[src/rtl/ltsm_sb_msg_bridge_pkg.sv]
// Shared LTSM sideband definitions: message codes, substate ids and field widths.
// Constants and types only; no logic, so no latency or flow control applies.
package ltsm_sb_msg_bridge_pkg;

  localparam int MSG_W = 4;
  localparam int SUB_W = 4;

  typedef enum logic [MSG_W-1:0] {
    MSG_NONE       = 4'h0,
    MSG_START_REQ  = 4'h1,
    MSG_START_RESP = 4'h2,
    MSG_DONE_REQ   = 4'h3,
    MSG_DONE_RESP  = 4'h4,
    MSG_ERR_REQ    = 4'h5,
    MSG_ERR_RESP   = 4'h6
  } ltsm_msg_e;

  typedef enum logic [SUB_W-1:0] {
    SS_VALVREF          = 4'h0,
    SS_DATAVREF         = 4'h1,
    SS_SPEEDIDLE        = 4'h2,
    SS_TXSELFCAL        = 4'h3,
    SS_RXCLKCAL         = 4'h4,
    SS_VALTRAINCENTER   = 4'h5,
    SS_VALTRAINVREF     = 4'h6,
    SS_DATATRAINCENTER1 = 4'h7,
    SS_DATATRAINVREF    = 4'h8,
    SS_RXDESKEW         = 4'h9,
    SS_DATATRAINCENTER2 = 4'hA,
    SS_LINKSPEED        = 4'hB,
    SS_REPAIR           = 4'hC
  } ltsm_substate_e;

endpackage

[src/rtl/ltsm_sb_msg_bridge_fifo.sv]
// DEPTH x W synchronous FIFO with count, full/empty and a synchronous flush.
// Write visible at the head next cycle; a write when full is accepted only alongside a read.
module sb_msg_fifo #(
  parameter int DEPTH = 2,
  parameter int W     = 8
) (
  input  logic                     clk,
  input  logic                     rst_n,
  input  logic                     i_flush,
  input  logic                     i_wr,
  input  logic [W-1:0]             i_wdat,
  input  logic                     i_rd,
  output logic [W-1:0]             o_rdat,
  output logic                     o_full,
  output logic                     o_empty,
  output logic [$clog2(DEPTH):0]   o_count
);

  localparam int AW = $clog2(DEPTH);

  logic [W-1:0]  r_mem [DEPTH];
  logic [AW-1:0] r_wptr;
  logic [AW-1:0] r_rptr;
  logic [AW:0]   r_count;
  logic          w_rd;
  logic          w_wr;

  assign o_empty = (r_count == '0);
  assign o_full  = (r_count == (AW+1)'(DEPTH));
  assign o_count = r_count;
  assign o_rdat  = r_mem[r_rptr];

  assign w_rd = i_rd & ~o_empty;
  assign w_wr = i_wr & (~o_full | w_rd);

  always_ff @(posedge clk or negedge rst_n) begin
    if (!rst_n) begin
      r_wptr  <= '0;
      r_rptr  <= '0;
      r_count <= '0;
      for (int i = 0; i < DEPTH; i++) r_mem[i] <= '0;
    end else if (i_flush) begin
      r_wptr  <= '0;
      r_rptr  <= '0;
      r_count <= '0;
    end else begin
      if (w_wr) begin
        r_mem[r_wptr] <= i_wdat;
        r_wptr        <= r_wptr + 1'b1;
      end
      if (w_rd) r_rptr <= r_rptr + 1'b1;
      case ({w_wr, w_rd})
        2'b10:   r_count <= r_count + 1'b1;
        2'b01:   r_count <= r_count - 1'b1;
        default: r_count <= r_count;
      endcase
    end
  end

endmodule

[src/rtl/ltsm_sb_msg_bridge.sv]
// Queues wrapper message codes toward the sideband packetizer and filters received codes by substate.
// TX head appears 1 cycle after the write and holds until ready or timeout; RX valid lags by 1 cycle.
module ltsm_sb_msg_bridge #(
  parameter int DEPTH       = 2,
  parameter int TIMEOUT_CYC = 1024,
  parameter int MSG_W       = ltsm_sb_msg_bridge_pkg::MSG_W
) (
  input  logic                                     clk,
  input  logic                                     rst_n,
  input  logic                                     i_en,
  input  logic [ltsm_sb_msg_bridge_pkg::SUB_W-1:0] i_substate,
  input  logic [MSG_W-1:0]                         i_ltsm_msg,
  input  logic                                     i_ltsm_valid,
  output logic                                     o_busy,
  output logic                                     o_falling_edge_busy,
  output logic [MSG_W-1:0]                         o_decoded_sideband_message,
  output logic                                     o_sideband_valid,
  output logic [MSG_W-1:0]                         o_tx_msg,
  output logic [ltsm_sb_msg_bridge_pkg::SUB_W-1:0] o_tx_substate,
  output logic                                     o_tx_valid,
  input  logic                                     i_tx_ready,
  input  logic [MSG_W-1:0]                         i_rx_msg,
  input  logic [ltsm_sb_msg_bridge_pkg::SUB_W-1:0] i_rx_substate,
  input  logic                                     i_rx_valid,
  output logic                                     o_tx_timeout,
  output logic                                     o_overflow
);

  import ltsm_sb_msg_bridge_pkg::*;

  localparam int ENT_W = SUB_W + MSG_W;
  localparam int CW    = $clog2(DEPTH) + 1;
  localparam int TW    = $clog2(TIMEOUT_CYC);

  logic             w_full;
  logic             w_empty;
  logic [CW-1:0]    w_count;
  logic [ENT_W-1:0] w_head;
  logic             w_wr_req;
  logic             w_wr;
  logic             w_pop;
  logic             w_timeout;
  logic             w_busy;
  logic             w_rx_acc;

  logic [TW-1:0]    r_to_cnt;
  logic             r_busy_d;
  logic             r_overflow;
  logic             r_rx_vld;
  logic [MSG_W-1:0] r_rx_msg;

  assign w_wr_req  = i_en & i_ltsm_valid & (i_ltsm_msg != '0);
  assign w_timeout = i_en & ~w_empty & ~i_tx_ready & (r_to_cnt == TW'(TIMEOUT_CYC - 1));
  assign w_pop     = i_en & ~w_empty & (i_tx_ready | w_timeout);
  assign w_wr      = w_wr_req & (~w_full | w_pop);
  assign w_busy    = (w_count != '0);
  assign w_rx_acc  = i_en & i_rx_valid & (i_rx_substate == i_substate) & (i_rx_msg != '0);

  sb_msg_fifo #(
    .DEPTH (DEPTH),
    .W     (ENT_W)
  ) u_fifo (
    .clk     (clk),
    .rst_n   (rst_n),
    .i_flush (~i_en),
    .i_wr    (w_wr),
    .i_wdat  ({i_substate, i_ltsm_msg}),
    .i_rd    (w_pop),
    .o_rdat  (w_head),
    .o_full  (w_full),
    .o_empty (w_empty),
    .o_count (w_count)
  );

  always_ff @(posedge clk or negedge rst_n) begin
    if (!rst_n) begin
      r_to_cnt   <= '0;
      r_busy_d   <= 1'b0;
      r_overflow <= 1'b0;
      r_rx_vld   <= 1'b0;
      r_rx_msg   <= '0;
    end else begin
      r_to_cnt   <= (~i_en | w_empty | w_pop) ? '0 : r_to_cnt + 1'b1;
      // Masking with i_en keeps a flush from looking like a normal drain.
      r_busy_d   <= w_busy & i_en;
      r_overflow <= i_en & (r_overflow | (w_wr_req & w_full & ~w_pop));
      r_rx_vld   <= w_rx_acc;
      if (w_rx_acc) r_rx_msg <= i_rx_msg;
    end
  end

  assign o_busy                     = w_busy;
  assign o_falling_edge_busy        = r_busy_d & ~w_busy;
  assign o_tx_valid                 = ~w_empty;
  assign o_tx_msg                   = w_head[MSG_W-1:0];
  assign o_tx_substate              = w_head[ENT_W-1:MSG_W];
  assign o_tx_timeout               = w_timeout;
  assign o_overflow                 = r_overflow;
  assign o_decoded_sideband_message = r_rx_msg;
  assign o_sideband_valid           = r_rx_vld;

endmodule

[config.mk]
export PLATFORM = sky130hd
export DESIGN_NAME = ltsm_sb_msg_bridge
export DESIGN_NICKNAME = d
export VERILOG_FILES = /design/src/rtl/ltsm_sb_msg_bridge_pkg.sv /design/src/rtl/ltsm_sb_msg_bridge_fifo.sv /design/src/rtl/ltsm_sb_msg_bridge.sv
export SDC_FILE = /design/constraint.sdc
export NUM_CORES = 1
export LEC_CHECK = 0
export CAP_MARGIN = 10
export CORE_MARGIN = 2
export CORE_UTILIZATION = 45
export DETAILED_ROUTE_END_ITERATION = 16
export DONT_BUFFER_PORTS = 1
export PLACE_DENSITY = 0.69
export SKIP_LAST_GASP = 1
export SLEW_MARGIN = 40
export SYNTH_ARGS = -nofsm -noshare
export SYNTH_HDL_FRONTEND = slang
export SYNTH_SLANG_ARGS = --single-unit
[constraint.sdc]
create_clock -name clk -period 1.8 [get_ports clk]
set_input_delay 0.09 -clock clk [delete_from_list [all_inputs] [get_ports clk]]
set_output_delay 0.09 -clock clk [all_outputs]
set_load 0.03 [all_outputs]
==> results of run 1 <==
sequential cells by signal (all words and copies together), names as in the netlist:
| signal | count |
|---|---|
| o_overflow | 1 |
| o_decoded_sideband_message | 4 |
| r_busy_d | 1 |
| u_fifo.r_rptr | 1 |
| r_to_cnt | 10 |
| u_fifo.r_mem | 16 |
| u_fifo.r_wptr | 1 |
| u_fifo.o_count | 2 |
| o_sideband_valid | 1 |
final timing paths:
| path | startpoint | to | slack, ps | cells after the start |
|---|---|---|---|---|
| worst max-delay path | r_to_cnt[1]$_DFF_PN0_ | u_fifo.r_mem[2]$_DFFE_PN0P_ | 10 | 5 |
| worst min-delay path | i_en | r_to_cnt[6]$_DFF_PN0_ | 60 | 2 |
| worst max register to register | r_to_cnt[1]$_DFF_PN0_ | u_fifo.r_mem[2]$_DFFE_PN0P_ | 10 | 5 |
| worst min register to register | u_fifo.r_mem[12]$_DFFE_PN0P_ | u_fifo.r_mem[12]$_DFFE_PN0P_ | 500 | 1 |
| max in group asynchronous | rst_n | u_fifo.r_mem[15]$_DFFE_PN0P_ | 1360 | 2 |
| min in group asynchronous | rst_n | u_fifo.r_rptr$_DFFE_PN0P_ | 250 | 2 |
layout make-up:
type | instances | share of cell area
clock buffer | 7 | 0.0396
inverter | 6 | 0.0103
multi-input combinational | 96 | 0.386
sequential | 37 | 0.425
tap | 48 | 0.0276
timing repair buffer | 26 | 0.111
worst register-to-register path, cell delays in order, from the launching register on:
cell and delay (ps):
dfrtp_1 410, ha_4 170, nand3_4 70, o31a_1 280
a211o_4 410, mux2_4 330
kinds of logic after synthesis:
group                      count (synthesis)  synth area share
muxes                                     28             0.193
AOI/OAI and AO/OA                         13            0.0525
buffers and inverters                     13            0.0392
and+or+nand+nor                           41             0.127
xor gates and xnor gates                  13            0.0637
adders and majority gates                  1           0.00700
DFF                                       37             0.518
routing by layer:
| layer | routed length [microns] | vias to the layer above | track usage |
|---|---|---|---|
| met2 | 1720 | 37 | 0.291 |
| met5 | 0 | - | 0 |
| li1 | - | 564 | - |
| met3 | 217 | 7 | 0.0777 |
| met1 | 1510 | 600 | 0.214 |
| met4 | 81 | 0 | 0.0918 |
power by group through the flow:
stage	Clock, mW	Combinational, mW	Sequential [mW]
after CTS	0.598	0.443	1.10
after global routing	0.636	0.472	1.11
after global placement	0	0.376	1.11
after detailed placement	0	0.393	1.11
after floorplan	0	0.368	1.08
final	0.579	0.441	1.10
placed cells by master, fill, tap and decap left out, types with 6 or more instances in the layout:
master         Yosys  layout
buf_4              1      11
clkbuf_8           0       6
dfrtp_1           37      37
dlygate4sd3_1      0      14
inv_1              6       6
mux2_2            20      20
mux2_4             8       8
nor2_1            13      13
xor2_1             8       8
repair_timing:
action	in CTS	in global routing
pin swaps	0	1
hold buffers	15	0
buffers inserted	0	2
gates resized for setup	3	2
setup endpoints to repair	8	19
endpoints found under the hold margin	63	0
==> metrics.yaml, run 1 <==
outcome: "finished, final reports clean"
place_congestion: 0.744
coreArea_sq_um: 3740
layout.nets: 195
fill_cells: 328
final_core_util: 0.582
p_total_mw: 2.12
slew_headroom: 0.722
pwr-share-comb: 0.208
dpl.hpwl_mm: 2.40
final_max_slew_viol_count: 0
io_pins: 40
power_leakage_nw: 0.960
synth-warning-count: 0
gr-total-overflow: 0
critical_path_buf_inv_count: 0
grt_max_degree: 38
rsz0062_at_grt: "true"
portBuffers: 0
synth_area_leaders: "dfrtp_1 (52%), mux2_2 (13%), mux2_4 (6.7%), xor2_1 (3.9%), nor2_1 (2.7%)"
post-route-min-period_ps: 1790
layout-drive-gt1-share: 0.337
p_int_mw: 1.49
vias: 1208
rows: 22
start_util: 0.478
finClkSkew_ps: 5.58
stdcell_area_sq_um: 2180
critical-path-max-stage-delay_ps: 410
antenna_found_initial: 0
path_delay_family: "compound AO/OA/AOI/OAI gates"
first_iter_violations: 49
netlist_area_sq_um: 1790
yosysTopAreaCell: "dfrtp_1"
worstSetupPathType: "flip-flop to flip-flop"
multi_input_area_sq_um: 842
final_cell_count_no_fill: 220
synth_most_common_cell: "dfrtp_1"
synth-seq-cells: 37
endpoint_kind: "flip-flop"
setup-tns-final_ps: 0
clockBufferDepth: 2
clk_latency_ps: 290
syn_nets: 169
switching_share: 0.298
ir_drop_v: 0.000676
worst_hold_path_type: "primary input to flip-flop"
dp.cells: 196
clkTransAtPathRegs_ps: 70
synth_enable_flop_cells: 0
grt_pass1_vias: 1279
setup_viol: 0
drcViolationCount: 0
cp_cell_sequence: "ha_4 -> nand3_4 -> o31a_1 -> a211o_4 -> mux2_4"
antenna_left: 0
die_area_sq_um: 4490
dp_slack_ps: -66.3
drt_first_pass_iters: 3
layout_setup_ws_ps: 11.6
area_growth_pct: 21.9
ys_types: 37
worst_pin_slew_ps: 417
fmax_mhz: 559
async_flop_share: 1.00
power.share.clock: 0.273
max-cap-violations: 0
p_sw_mw: 0.632
synthTopCellsByCount: "dfrtp_1 (37), mux2_2 (20), nor2_1 (13)"
crit_required_ps: 1970
worst_path_max_delay_cell: "dfrtp_1"
clock-sinks: 37
hold_viol: 0
power_density_nw_per_um2: 973
die_y_microns: 67.0
tritoncts: "done"
cts_buffers: 5
synth_cells: 146
holdWs_ps: 57.0
via_per_inst: 5.49
syn_area_per_cell_sq_um: 12.2
cts-root-buf: "clkbuf_8"
regArea_sq_um: 926
synth_ff_type: "dfrtp_1"
cp.arrival_ps: 1950
wl_per_cell_microns: 16.0
antenna_cells: 0
synth_top_area_frac: 0.518
htreeDepth: 2
seqPwrFrac: 0.519
cp-start-kind: "flip-flop"
routed_wl_mm: 3.52
grt_pass1_wl_mm: 5.96
critical_path.max_fanout: 8
placed_cell_area_sq_um: 1890
timing.final.crit_share: 0.994
grt_usage: 0.185
ys_seq_area_frac: 0.518
die_w_microns: 67.0
Power figures use the tool's default switching activity.
==> run 2: changes to the inputs <==
--- a/config.mk
+++ b/config.mk
@@ -6,10 +6,12 @@
 export NUM_CORES = 1
 export LEC_CHECK = 0
 export CAP_MARGIN = 10
-export CORE_MARGIN = 2
+export CORE_MARGIN = 10
 export CORE_UTILIZATION = 45
 export DETAILED_ROUTE_END_ITERATION = 16
 export DONT_BUFFER_PORTS = 1
+export GPL_TIMING_DRIVEN = 0
+export HOLD_SLACK_MARGIN = 0.02
 export PLACE_DENSITY = 0.69
 export SKIP_LAST_GASP = 1
 export SLEW_MARGIN = 40
==> run 2 against run 1 <==
Net effect: the run now ends with negative setup slack left; first-iteration DRC count is 29% higher; utilization up 1.5 points; hold slack improved by 1.6 ps; maximum frequency fell by 5.8%; critical path depth grew 2; non-clock buffer count up 5; clock skew increased by 1.0 ps; die area increased by 53%; largest cell class unchanged; highest routed layer unchanged.
==> metrics.yaml, run 2 (synthesized netlist as in run 1, its figures left out) <==
stdcell_area_sq_um: 2240  # +2.6%
dpl.hpwl_mm: 2.76  # +15%
cts-root-buf: "clkbuf_8"
final_common_cell: "dfrtp_1"
portBuffers: 0  # unchanged
vias: 1220  # +0.99%
layout.nets: 200  # +2.6%
multi_input_area_sq_um: 863  # +2.5%
max_flop_register: "u_fifo.r_mem"
grt_usage: 0.118  # -0.0670
worst_path_max_delay_cell: "dfrtp_1"
clkTransAtPathRegs_ps: 70  # about the same
power_density_nw_per_um2: 957  # -1.7%
worst_hold_path_type: "primary input to flip-flop"
final_core_util: 0.598  # +0.0154
crit_required_ps: 1960  # about the same
grt_pass1_vias: 1428  # +12%
hold_viol: 0  # unchanged
die_y_microns: 83.0  # +24%
layout_setup_ws_ps: -99.3  # -111 ps
clockBufferDepth: 2  # unchanged
area_growth_pct: 25.1
largest_reg_flops: 16  # unchanged
start_util: 0.478  # unchanged
post-route-min-period_ps: 1900  # +111 ps
gr-total-overflow: 0  # unchanged
final_max_slew_viol_count: 0  # unchanged
final_cell_mix: "dfrtp_1 (37), mux2_2 (20), nor2_1 (13), dlygate4sd3_1 (13), buf_4 (11)"
hold_path_depth: 3  # +1
final_cell_count_no_fill: 225  # +2.3%
outcome: "finished, violations left"
finClkSkew_ps: 6.57  # +0.997 ps
coreArea_sq_um: 3740  # unchanged
placed_cell_area_sq_um: 1870  # -1.1%
die_area_sq_um: 6890  # +53%
endpoint_kind: "flip-flop"
rsz0062_at_grt: "true"
cp_cell_sequence: "ha_4 -> nand3_4 -> o31a_1 -> buf_6 -> a211o_1 -> buf_6 -> mux2_4"
cts_buffers: 5  # unchanged
clock-sinks: 37  # unchanged
cp_common_cell: "buf_6"
layout-drive-gt1-share: 0.373  # +0.0357
grt_max_degree: 38  # unchanged
via_per_inst: 5.42  # -1.3%
critical_path.max_fanout: 8  # unchanged
worst-r2r-cell-count: 7  # +2
fill_cells: 326  # -0.61%
antenna_cells: 0  # unchanged
die_w_microns: 83.0  # +24%
antenna_left: 0  # unchanged
first_iter_violations: 63  # +29%
worst_pin_slew_ps: 547  # +131 ps
slew_headroom: 0.635  # -0.0871
io_pins: 40  # unchanged
drcViolationCount: 0  # unchanged
tritoncts: "done"
clk_latency_ps: 280  # about the same
violations: "negative setup slack"
wl_per_cell_microns: 17.7  # +11%
timing.final.crit_share: 1.06  # +0.0616
dp.cells: 194  # -1.0%
cp-start-kind: "flip-flop"
fmax_mhz: 526  # -5.8%
critical-path-max-stage-delay_ps: 400  # about the same
regArea_sq_um: 926  # unchanged
setup_viol: 8  # +8
htreeDepth: 2  # unchanged
max-cap-violations: 0  # unchanged
place_congestion: 0.761  # +2.2%
worstSetupPathType: "flip-flop to flip-flop"
rows: 22  # unchanged
routed_wl_mm: 3.99  # +13%
power_leakage_nw: 0.993  # +3.3%
drt_first_pass_iters: 4  # +1
cp.arrival_ps: 2060  # +110 ps
grt_pass1_wl_mm: 6.85  # +15%
antenna_found_initial: 0  # unchanged
ir_drop_v: 0.000734  # +8.5%
==> run 2: through the flow <==
| step | TNS (ps) | power (mW) | setup WS (ps) | hold WS [ps] |
|---|---|---|---|---|
| 5_1_grt | -1250 | 2.25 | -148 | 74.3 |
| 4_1_cts | -1310 | 2.15 | -147 | 99.3 |
| 3_5_place_dp | -2230 | 1.53 | -188 | -204 |
| 6_report | -754 | 2.14 | -99.3 | 58.6 |
| 3_3_place_gp | -1450 | 1.50 | -135 | -204 |
| 2_1_floorplan | -417 | 1.45 | -52.2 | -206 |
==> run 2: where the power goes <==
group          switching, mW  internal (mW)
Clock                  0.266          0.303
Combinational          0.239          0.229
Sequential             0.138          0.964
==> run 2: path summary, 6_finish.rpt <==
path,end,from,slack (ps)
max in group asynchronous,u_fifo.r_mem[8]$_DFFE_PN0P_,rst_n,1360
max reg2reg,u_fifo.r_mem[5]$_DFFE_PN0P_,r_to_cnt[0]$_DFF_PN0_,-100
min in group asynchronous,u_fifo.o_count[1]$_DFFE_PN0P_,rst_n,250
max,u_fifo.r_mem[5]$_DFFE_PN0P_,r_to_cnt[0]$_DFF_PN0_,-100
min reg2reg,u_fifo.r_mem[9]$_DFFE_PN0P_,u_fifo.r_mem[9]$_DFFE_PN0P_,510
min,r_to_cnt[8]$_DFF_PN0_,i_tx_ready,60
==> run 2: area by class of cell <==
type / instances / share of cell area
plain buffers: 6 / 0.0190
clock buffers: 7 / 0.0386
inverters: 6 / 0.0101
multi-input cells: 96 / 0.386
flip-flops and latches: 37 / 0.414
well taps: 48 / 0.0268
repair buffers: 25 / 0.106
==> run 2: worst max-delay path, delay by kind of cell (launching register included) <==
kind | cells | cell delay [ps]
fa+ha+maj | 1 | 160
flops | 1 | 400
simple gates | 1 | 70
mux | 1 | 300
compound gates | 2 | 560
buf+inv | 2 | 290
==> run 2: per-layer routing <==
metal / GRT usage / part of all wire / vias up
met5: 0 / 0 / -
met4: 0.0446 / 0.013 / 0
met3: 0.0605 / 0.085 / 6
met2: 0.189 / 0.48 / 34
met1: 0.129 / 0.42 / 609
li1: - / - / 571
==> run 2: timing repair <==
item | in CTS | in global routing
buffers inserted | 7 | 5
endpoints found under the setup margin | 18 | 20
hold buffers | 14 | 0
hold endpoints to repair | 57 | 0
pin swaps | 5 | 6
resized for setup | 4 | 7
==> run 3: changes to the inputs <==
==> constraint.sdc (replaced) <==
create_clock -name clk -period 1.8 [get_ports clk]
set_input_delay 0.36 -clock clk [delete_from_list [all_inputs] [get_ports clk]]
set_output_delay 0.36 -clock clk [all_outputs]
set_load 0.03 [all_outputs]
==> run 3 against run 2 <==
Net effect: the run still ends with negative setup slack left; sequential share of layout area is 0.35 points higher; critical endpoint is now u_fifo.r_mem[3]$_DFFE_PN0P_; sequential power is essentially flat; hold slack improved by 150 ps; critical path depth stayed put; wire length grew 0.55%; utilization fell by 0.33 points; sequential cell count stayed put; via count is 0.98% higher; non-clock buffer count down 7.
==> metrics.yaml, run 3 (synthesized netlist as in run 1, its figures left out) <==
outcome: "finished, violations left"
violations: "negative setup slack"
r2r_end: "u_fifo.r_mem[3]$_DFFE_PN0P_"
dpl.hpwl_mm: 2.77  # +0.47%
cp_cell_sequence: "ha_4 -> nand3_4 -> o31a_1 -> buf_6 -> a211o_1 -> buf_6 -> mux2_4"
clk_latency_ps: 290  # about the same
drcViolationCount: 0  # unchanged
worstSetupPathType: "flip-flop to flip-flop"
post-route-min-period_ps: 1930  # +28.5 ps
antenna_cells: 0  # unchanged
p_sw_mw: 0.662  # +2.9%
finClkSkew_ps: 9.02  # +2.45 ps
cts-root-buf: "clkbuf_8"
max_flop_register: "u_fifo.r_mem"
min_to: "u_fifo.r_mem[7]$_DFFE_PN0P_"
seqPwrFrac: 0.460  # -0.055
grt_usage: 0.117  # -0.000390
power_density_nw_per_um2: 1080  # +12%
final_cell_count_no_fill: 220  # -2.2%
critical_path_buf_inv_count: 2  # unchanged
cp_common_cell: "buf_6"
portBuffers: 0  # unchanged
power_leakage_nw: 0.995  # +0.29%
worstReg2RegStart: "r_to_cnt[1]$_DFF_PN0_"
cp-start-kind: "flip-flop"
antenna_left: 0  # unchanged
pwr-share-comb: 0.186  # -0.033
slew_headroom: 0.662  # +0.0272
power.share.clock: 0.354  # +0.088
start_util: 0.478  # unchanged
max-cap-violations: 0  # unchanged
die_area_sq_um: 6890  # unchanged
first_iter_violations: 52  # -17%
antenna_found_initial: 0  # unchanged
final_cell_mix: "dfrtp_1 (35), mux2_2 (20), buf_4 (18), nor2_1 (13)"
path_delay_family: "compound AO/OA/AOI/OAI gates"
endpoint_kind: "flip-flop"
die_w_microns: 83.0  # unchanged
worst_pin_slew_ps: 503  # -44.5 ps
switching_share: 0.277  # -0.0237
hold_path_depth: 1  # -2
worst_hold_path_type: "primary input to flip-flop"
grt_pass1_vias: 1387  # -2.9%
wl_per_cell_microns: 18.2  # +2.8%
worst_path_max_delay_cell: "dfrtp_1"
grt_pass1_wl_mm: 6.69  # -2.4%
setup_viol: 17  # +9
p_int_mw: 1.73  # +16%
vias: 1232  # +0.98%
critical-path-max-stage-delay_ps: 400  # about the same
min_from: "i_substate[3]"
coreArea_sq_um: 3740  # unchanged
tritoncts: "done"
worst-r2r-cell-count: 7  # unchanged
timing.final.crit_share: 1.07  # +0.0158
rows: 22  # unchanged
clockBufferDepth: 2  # unchanged
cts_buffers: 5  # unchanged
routed_wl_mm: 4.01  # +0.55%
crit_required_ps: 1980  # +20 ps
clock-sinks: 37  # unchanged
final_max_slew_viol_count: 0  # unchanged
layout.nets: 194  # -3.0%
area_growth_pct: 24.4
r2r_slack_ps: -130  # -30 ps
dp.cells: 194  # unchanged
layout_setup_ws_ps: -128  # -28.5 ps
grt_max_degree: 38  # unchanged
gr-total-overflow: 0  # unchanged
final_common_cell: "dfrtp_1"
largest_reg_flops: 16  # unchanged
die_y_microns: 83.0  # unchanged
hold_viol: 0  # unchanged
clkTransAtPathRegs_ps: 80  # about the same
io_pins: 40  # unchanged
p_total_mw: 2.39  # +12%
layout-drive-gt1-share: 0.442  # +0.0690
drt_first_pass_iters: 4  # unchanged
critical_path.max_fanout: 8  # unchanged
place_congestion: 0.724  # -4.9%
holdWs_ps: 209  # +151 ps
htreeDepth: 2  # unchanged
via_per_inst: 5.60  # +3.3%
setup-tns-final_ps: -1490  # -732 ps
rsz0062_at_grt: "true"
cp.arrival_ps: 2100  # +40 ps
ir_drop_v: 0.000741  # +0.98%
fmax_mhz: 519  # -1.5%
-- run 3: cell types whose count changed in the layout (fill, tap and decap cells not counted), sizes merged --
cell,change
buf,+6
clkbuf,-3
a211o,+1
bufinv,+2
dlygate4sd3,-12
clkinv,+1
-- run 3: worst max path at each step --
stage                                  endpoint  depth (start not counted)                     startpoint
detailed placement                 o_tx_timeout                          4  u_fifo.o_count[1]$_DFFE_PN0P_
global route        u_fifo.r_mem[3]$_DFFE_PN0P_                          7          r_to_cnt[1]$_DFF_PN0_
floorplan           u_fifo.r_mem[0]$_DFFE_PN0P_                          7          r_to_cnt[0]$_DFF_PN0_
CTS                                o_tx_timeout                          4  u_fifo.o_count[1]$_DFFE_PN0P_
global placement                   o_tx_timeout                          4  u_fifo.o_count[1]$_DFFE_PN0P_
finish              u_fifo.r_mem[3]$_DFFE_PN0P_                          7          r_to_cnt[1]$_DFF_PN0_
-- run 3: metrics by stage --
stage / util / cell area, sq um / setup WS [ps]
after detailed placement: 0.503 / 1880 / -204
after global placement: 0.503 / 1880 / -149
final: 0.594 / 2220 / -128
after global routing: 0.594 / 2220 / -211
after floorplan: - / 1820 / -65.0
after CTS: 0.570 / 2130 / -155
-- run 3: cell type report --
type                       count  area [sq um]
fill                         339          1520
sequential                    37           928
multi-input combinational     97           883
timing repair buffer          19           158
clock buffer                   5          68.8
clock inverter                 3          65.1
tap                           48          60.1
buffer                         5          38.8
inverter                       6          22.5
-- run 3: worst register-to-register path, cell delays in order (launching register included) --
cell and delay [ps]:
dfrtp_1 400, ha_4 170, nand3_4 100, o31a_1 290, buf_6 130, a211o_1 260
buf_6 160, mux2_4 300
-- run 3: power groups by stage --
stage          clock [mW]  sequential, mW  combinational, mW
6_report            0.846            1.10              0.446
5_1_grt             0.900            1.12              0.482
4_1_cts             0.867            1.10              0.444
3_5_place_dp            0            1.11              0.410
3_3_place_gp            0            1.10              0.397
2_1_floorplan           0            1.08              0.368
-- run 3: layer usage --
metal  wire, microns  track usage  up-vias
li1                -            -      566
met1            1510        0.120      622
met2            2080        0.197       39
met3             362       0.0566        5
met4              57       0.0554        0
met5               0            0        -
-- run 3: repair_timing --
action,CTS,global route
hold buffers,2,0
cloned,0,1
setup buffers,10,7
setup endpoints to repair,26,21
pin swaps,3,6
gates resized for setup,5,7
hold endpoints to repair,37,0
